## config.mk

```make
export PLATFORM = sky130hd
export DESIGN_NAME = fetch_unit
export DESIGN_NICKNAME = d
export VERILOG_FILES = /design/src/rtl/fetch_unit.sv
export SDC_FILE = /design/constraint.sdc
export NUM_CORES = 1
export LEC_CHECK = 0
export CELL_PAD_IN_SITES_DETAIL_PLACEMENT = 2
export CELL_PAD_IN_SITES_GLOBAL_PLACEMENT = 2
export CORE_MARGIN = 5
export CORE_UTILIZATION = 25
export CTS_BUF_LIST = sky130_fd_sc_hd__clkbuf_4 sky130_fd_sc_hd__clkbuf_8 sky130_fd_sc_hd__clkbuf_16
export DETAILED_ROUTE_END_ITERATION = 6
export GPL_ROUTABILITY_DRIVEN = 0
export MAX_ROUTING_LAYER = met4
export PLACE_DENSITY_LB_ADDON = 0.1
export SLEW_MARGIN = 10
export SYNTH_ARGS = -nofsm -noshare
export SYNTH_HDL_FRONTEND = slang
export SYNTH_SLANG_ARGS = --single-unit
```

## constraint.sdc

```tcl
create_clock -name clock -period 4.13 [get_ports clock]
set_input_delay 1.0325 -clock clock [delete_from_list [all_inputs] [get_ports clock]]
set_output_delay 1.0325 -clock clock [all_outputs]
set_load 0.005 [all_outputs]
```

## src/rtl/fetch_unit.sv

```systemverilog
// Instruction fetch: owns the PC, reads instruction memory and holds each word until it is acknowledged.
// Latency: at least 3 cycles per instruction (request accepted, response, acknowledge), then the next request.
// Backpressure: request and address hold while imem_ready is low; the held instruction is stable until instr_ack.
module fetch_unit #(
   parameter logic [31:0] RESET_PC = 32'h0000_0000
) (
   input  logic        clock,
   input  logic        reset,
   output logic        imem_req,
   output logic [31:0] imem_addr,
   input  logic        imem_ready,
   input  logic        imem_rvalid,
   input  logic [31:0] imem_rdata,
   output logic [31:0] instr,
   output logic        instr_valid,
   output logic [5:0]  opcode,
   output logic [5:0]  funct,
   output logic [31:0] pc,
   output logic [31:0] pc_plus4,
   input  logic        instr_ack,
   input  logic [1:0]  sel_pc,
   input  logic [31:0] rs_data,
   output logic        fault,
   output logic [31:0] retired
);

   typedef enum logic [2:0] {
      IDLE  = 3'd0,
      REQ   = 3'd1,
      WAIT  = 3'd2,
      HOLD  = 3'd3,
      ERROR = 3'd4
   } state_t;

   state_t      state_q, state_d;
   logic [31:0] pc_q, pc_d;
   logic [31:0] instr_q, instr_d;
   logic [31:0] retired_q, retired_d;
   logic        fault_q, fault_d;
   logic [31:0] next_pc;
   logic [31:0] br_offset;

   // Outputs come straight from registers so nothing from the inputs leaks through combinationally.
   always_comb begin
      imem_req    = (state_q == REQ);
      imem_addr   = pc_q;
      instr_valid = (state_q == HOLD);
      instr       = instr_q;
      opcode      = instr_q[31:26];
      funct       = instr_q[5:0];
      pc          = pc_q;
      pc_plus4    = pc_q + 32'd4;
      fault       = fault_q;
      retired     = retired_q;
   end

   // Next-PC selection from the held instruction; only consumed on the acknowledge edge.
   always_comb begin
      br_offset = {{14{instr_q[15]}}, instr_q[15:0], 2'b00};
      next_pc   = pc_plus4;
      case (sel_pc)
         2'd0:    next_pc = pc_plus4;
         2'd1:    next_pc = pc_plus4 + br_offset;
         2'd2:    next_pc = {pc_plus4[31:28], instr_q[25:0], 2'b00};
         default: next_pc = rs_data;
      endcase
   end

   // Fetch sequencing; inputs are only honoured in the state that expects them.
   always_comb begin
      state_d   = state_q;
      pc_d      = pc_q;
      instr_d   = instr_q;
      retired_d = retired_q;
      fault_d   = fault_q;
      case (state_q)
         IDLE: state_d = REQ;
         REQ: begin
            if (imem_ready) state_d = WAIT;
         end
         WAIT: begin
            if (imem_rvalid) begin
               instr_d = imem_rdata;
               state_d = HOLD;
            end
         end
         HOLD: begin
            if (instr_ack) begin
               // A misaligned target still retires the instruction that produced it.
               retired_d = retired_q + 32'd1;
               if (next_pc[1:0] != 2'b00) begin
                  fault_d = 1'b1;
                  state_d = ERROR;
               end else begin
                  pc_d    = next_pc;
                  state_d = REQ;
               end
            end
         end
         ERROR: fault_d = 1'b1;
         default: state_d = IDLE;
      endcase
   end

   // State register; reset abandons any outstanding request.
   always_ff @(posedge clock or posedge reset) begin
      if (reset) begin
         state_q   <= IDLE;
         pc_q      <= RESET_PC;
         instr_q   <= 32'd0;
         retired_q <= 32'd0;
         fault_q   <= 1'b0;
      end else begin
         state_q   <= state_d;
         pc_q      <= pc_d;
         instr_q   <= instr_d;
         retired_q <= retired_d;
         fault_q   <= fault_d;
      end
   end

endmodule

```

==> flow_summary_export.csv <==
group,metric,value,unit
route,routed_wl,33220,µm
die,dieArea,0.03378,mm²
global_route,grt_usage,19.96,%
synthesis,synth_fp_nets,939,
timing,tightest_slew,851.9,ps
placed_design,port_buffers,245,
run_status,status,"completed",
global_route,grt_max_degree,47,
clock_network,cts_setup_buffers,0,
worst_setup_path,cp_common_cell,"nand2_1",
clock_network,cts_num_sinks,100,
cells_and_area,drive_above_1_share,15.79,%
worst_setup_path,slowest_stage,"or4_2",
timing,maxSlewHeadroom,43.20,%
route,firstDrtPassIters,4,
timing,rsz0062_at_grt,"yes",
timing,maxSlewViolCount,0,
worst_setup_path,worstPathArrival,2950,ps
clock_network,clk_latency,370,ps
timing,timing.fmax,251.2,MHz
die,die_h,183.8,µm
route,vias_per_cell,5.037,
timing,period_minus_slack,3981,ps
route,drc,0,
die,initial_core_util,25.41,%
die,coreArea,0.02972,mm²
timing,setup_viol_count_final,0,
placed_design,dpl_cell_area,0.01059,mm²
route,drt-wirelength-per-cell,22.53,µm
worst_setup_path,r2r_start,"imem_addr[3]",
synthesis,yosys_warnings,0,
synthesis,synth-seq-cells,100,
route,drt_iter0_markers,235,
worst_setup_path,cp-end-kind,"output port",
route,top_layer,"met4",
worst_setup_path,crit_start,"imem_addr[11]",
worst_setup_path,path_class,"register to output port",
clock_network,cts-root-buf,"clkbuf_16",
route,route.met2.wl,16060,µm
synthesis,ys_async_sr_fraction,100.0,%
worst_hold_path,min_from,"fault",
global_route,antenna_found_initial,1,
synthesis,synth_edf_count,0,
worst_setup_path,crit_family,"simple AND/OR/NAND/NOR gates",
synthesis,syn_inst,832,
global_route,grt_overflow_total,0,
synthesis,syn_area,0.007550,mm²
pwr,power_density,765.3,mW/mm²
die,num_io_pins,246,
clock_network,htree_levels,3,
synthesis,synth-main-ff-cell,"dfrtp_1",
route,ant_nets,0,
synthesis,syn_area_per_cell,9.074,µm²
clock_network,cts_buffer_depth,2,
pwr,p_leak,0.004526,µW
route,num_vias,7425,
timing,fin_tns_setup,0,ps
cells_and_area,syn_to_final_growth,45.21,%
flow_run,cap_violations,0,
die,rows,63,
timing,finalCritPeriodShare,96.39,%
clock_network,cts_tree,"yes",
cells_and_area,design_area,0.01096,mm²
worst_hold_path,holdCritPathClass,"register to register",
clock_network,clkSlewWorstSetupHoldPaths,80,ps
die,dieWidth,183.8,µm
worst_setup_path,cp_cell_sequence,"nand2_1 > or4_4 > or4_2 > nand2_1 > clkdlybuf4s50_1",
cells_and_area,nets,1185,
timing,finalClockSkew,22.16,ps
pwr,ir_drop,0.0002528,V
route,met3_length,1576,µm
global_route,grt_pass1_vias,8298,
route,met1_length,15320,µm
worst_setup_path,timing.critical_path.slowest_cell_delay,700,ps
synthesis,synth_cell_type_count,65,
clock_network,cts_buffers,9,
worst_setup_path,cp_num_buf_inv,1,
timing,finalHoldViolations,0,
placed_design,dp_hpwl,26780,µm
worst_setup_path,cp-start-kind,"register",
global_route,grt_pass1_wl,50780,µm
synthesis,ys_seq_area_share,33.15,%
worst_setup_path,crit_required,3100,ps
worst_setup_path,cp_max_fo,6,
[cell type report]
class                           instances  area, µm²
Clock buffer                            9      225.2
Sequential cell                       100       2504
Antenna cell                            1      2.502
Timing Repair Buffer                  323       3040
Inverter                               18      70.07
Fill cell                            3257      18750
Multi-Input combinational cell        626       4539
Clock inverter                          7      93.84
Tap cell                              390      488.0
[stage by stage]
stage               cells  hold WS (ps)  power [µW]  worst slack, ps  util (%)
CTS                  1473         484.2        8488            5.560     36.74
global route         1474         505.8        9045           -29.21     36.89
detailed placement   1457         459.3        7483            43.45     35.63
floorplan             832         465.0        4685            34.33         -
global placement     1457         456.1        7392            176.1     35.63
finish               1474         477.6        8390            149.1     36.89
[placed cells by master, fill, tap and decap left out, types with 9 or more instances in the layout]
cell | synthesis | layout
a21oi_1 | 49 | 48
dfrtp_1 | 100 | 99
clkbuf_16 | 0 | 9
o21ai_0 | 37 | 37
nor2_1 | 48 | 48
clkdlybuf4s50_1 | 0 | 243
xnor2_1 | 49 | 48
a31oi_1 | 9 | 9
mux4_2 | 11 | 11
nand3_1 | 37 | 37
nor3_1 | 20 | 18
xor2_1 | 20 | 18
buf_4 | 46 | 77
a21o_1 | 14 | 14
nand4_1 | 20 | 20
ha_1 | 35 | 35
nand2_1 | 78 | 78
and2_1 | 10 | 10
and3_1 | 16 | 16
mux2i_1 | 10 | 10
a211oi_1 | 9 | 9
mux2_2 | 41 | 41
inv_1 | 18 | 17
[power breakdown]
group	internal [µW]	switching, µW
clock network	440	499
registers	1300	494
logic	2940	2720
total	4680	3710
[cells in the mapped netlist (5+ instances only)]
cell        n  area (µm²)
and2_1     10       62.56
o21bai_1    6       45.04
nand4_1    20       125.1
or3_1       7       43.79
nand2_1    78       292.8
dfrtp_1   100        2502
clkbuf_1   35       131.4
nand3_1    37       185.2
o211ai_1    8       60.06
and3_1     16       100.1
xnor2_1    49       429.2
a21o_1     14       105.1
buf_1       5       18.77
a21oi_1    49       245.2
mux2_2     41       461.7
nor4_1      6       37.54
inv_1      18       67.56
and4_1      8       70.07
a31oi_1     9       56.30
a211oi_1    9       67.56
nor2b_1     5       31.28
nor3_1     20       100.1
mux2i_1    10       100.1
ha_1       35       437.9
buf_4      46       345.3
nand2b_1    7       43.79
xor2_1     20       175.2
o21ai_0    37       185.2
o21a_1      5       37.54
nor2_1     48       180.2
mux4_2     11       247.7
[state kept, by name (all words and copies together), names as in the netlist]
name,count
instr,32
retired,32
fault,1
state_q,3
imem_addr,32
[cell families after synthesis]
kind of cell,Yosys count,share of synthesized area [%]
buf+inv,106,7.590
compound gates,176,15.10
xor+xnor,70,8.220
simple gates,282,19.16
fa+ha+maj,36,6.066
mux,62,10.72
flops,100,33.15
[worst register-to-register path: cells and delay by family, from the launching register on]
family / cells / cell delay [ps]
AO/OA/AOI/OAI: 5 / 1050
XOR/XNOR: 1 / 230
adder cells (fa/ha/maj): 2 / 540
flip-flops: 1 / 370
AND/OR/NAND/NOR: 5 / 1610
[timing repair]
item / 4_1_cts / 5_1_grt
resized for setup: 2 / 9
hold buffers: 0 / 0
pin swaps: 0 / 2
gates cloned: 0 / 0
setup endpoints to repair: 2 / 12
[layer usage]
layer / vias to the layer above / GRT usage [%]
met5: - / -
met4: 0 / 2.662
met3: 13 / 4.135
met2: 145 / 33.24
met1: 3791 / 25.87
li1: 3476 / -
[worst paths after layout]
check,end,slack [ps],cells past startpoint
hold reg to reg,fault,480,1
hold / removal,fault,480,1
min in group asynchronous,instr[3],1070,2
max in group asynchronous,retired[27],2290,3
setup / recovery,pc_plus4[27],150,5
setup reg to reg,imem_addr[31],260,13
No activity file was read; power rests on OpenSTA's default activity.
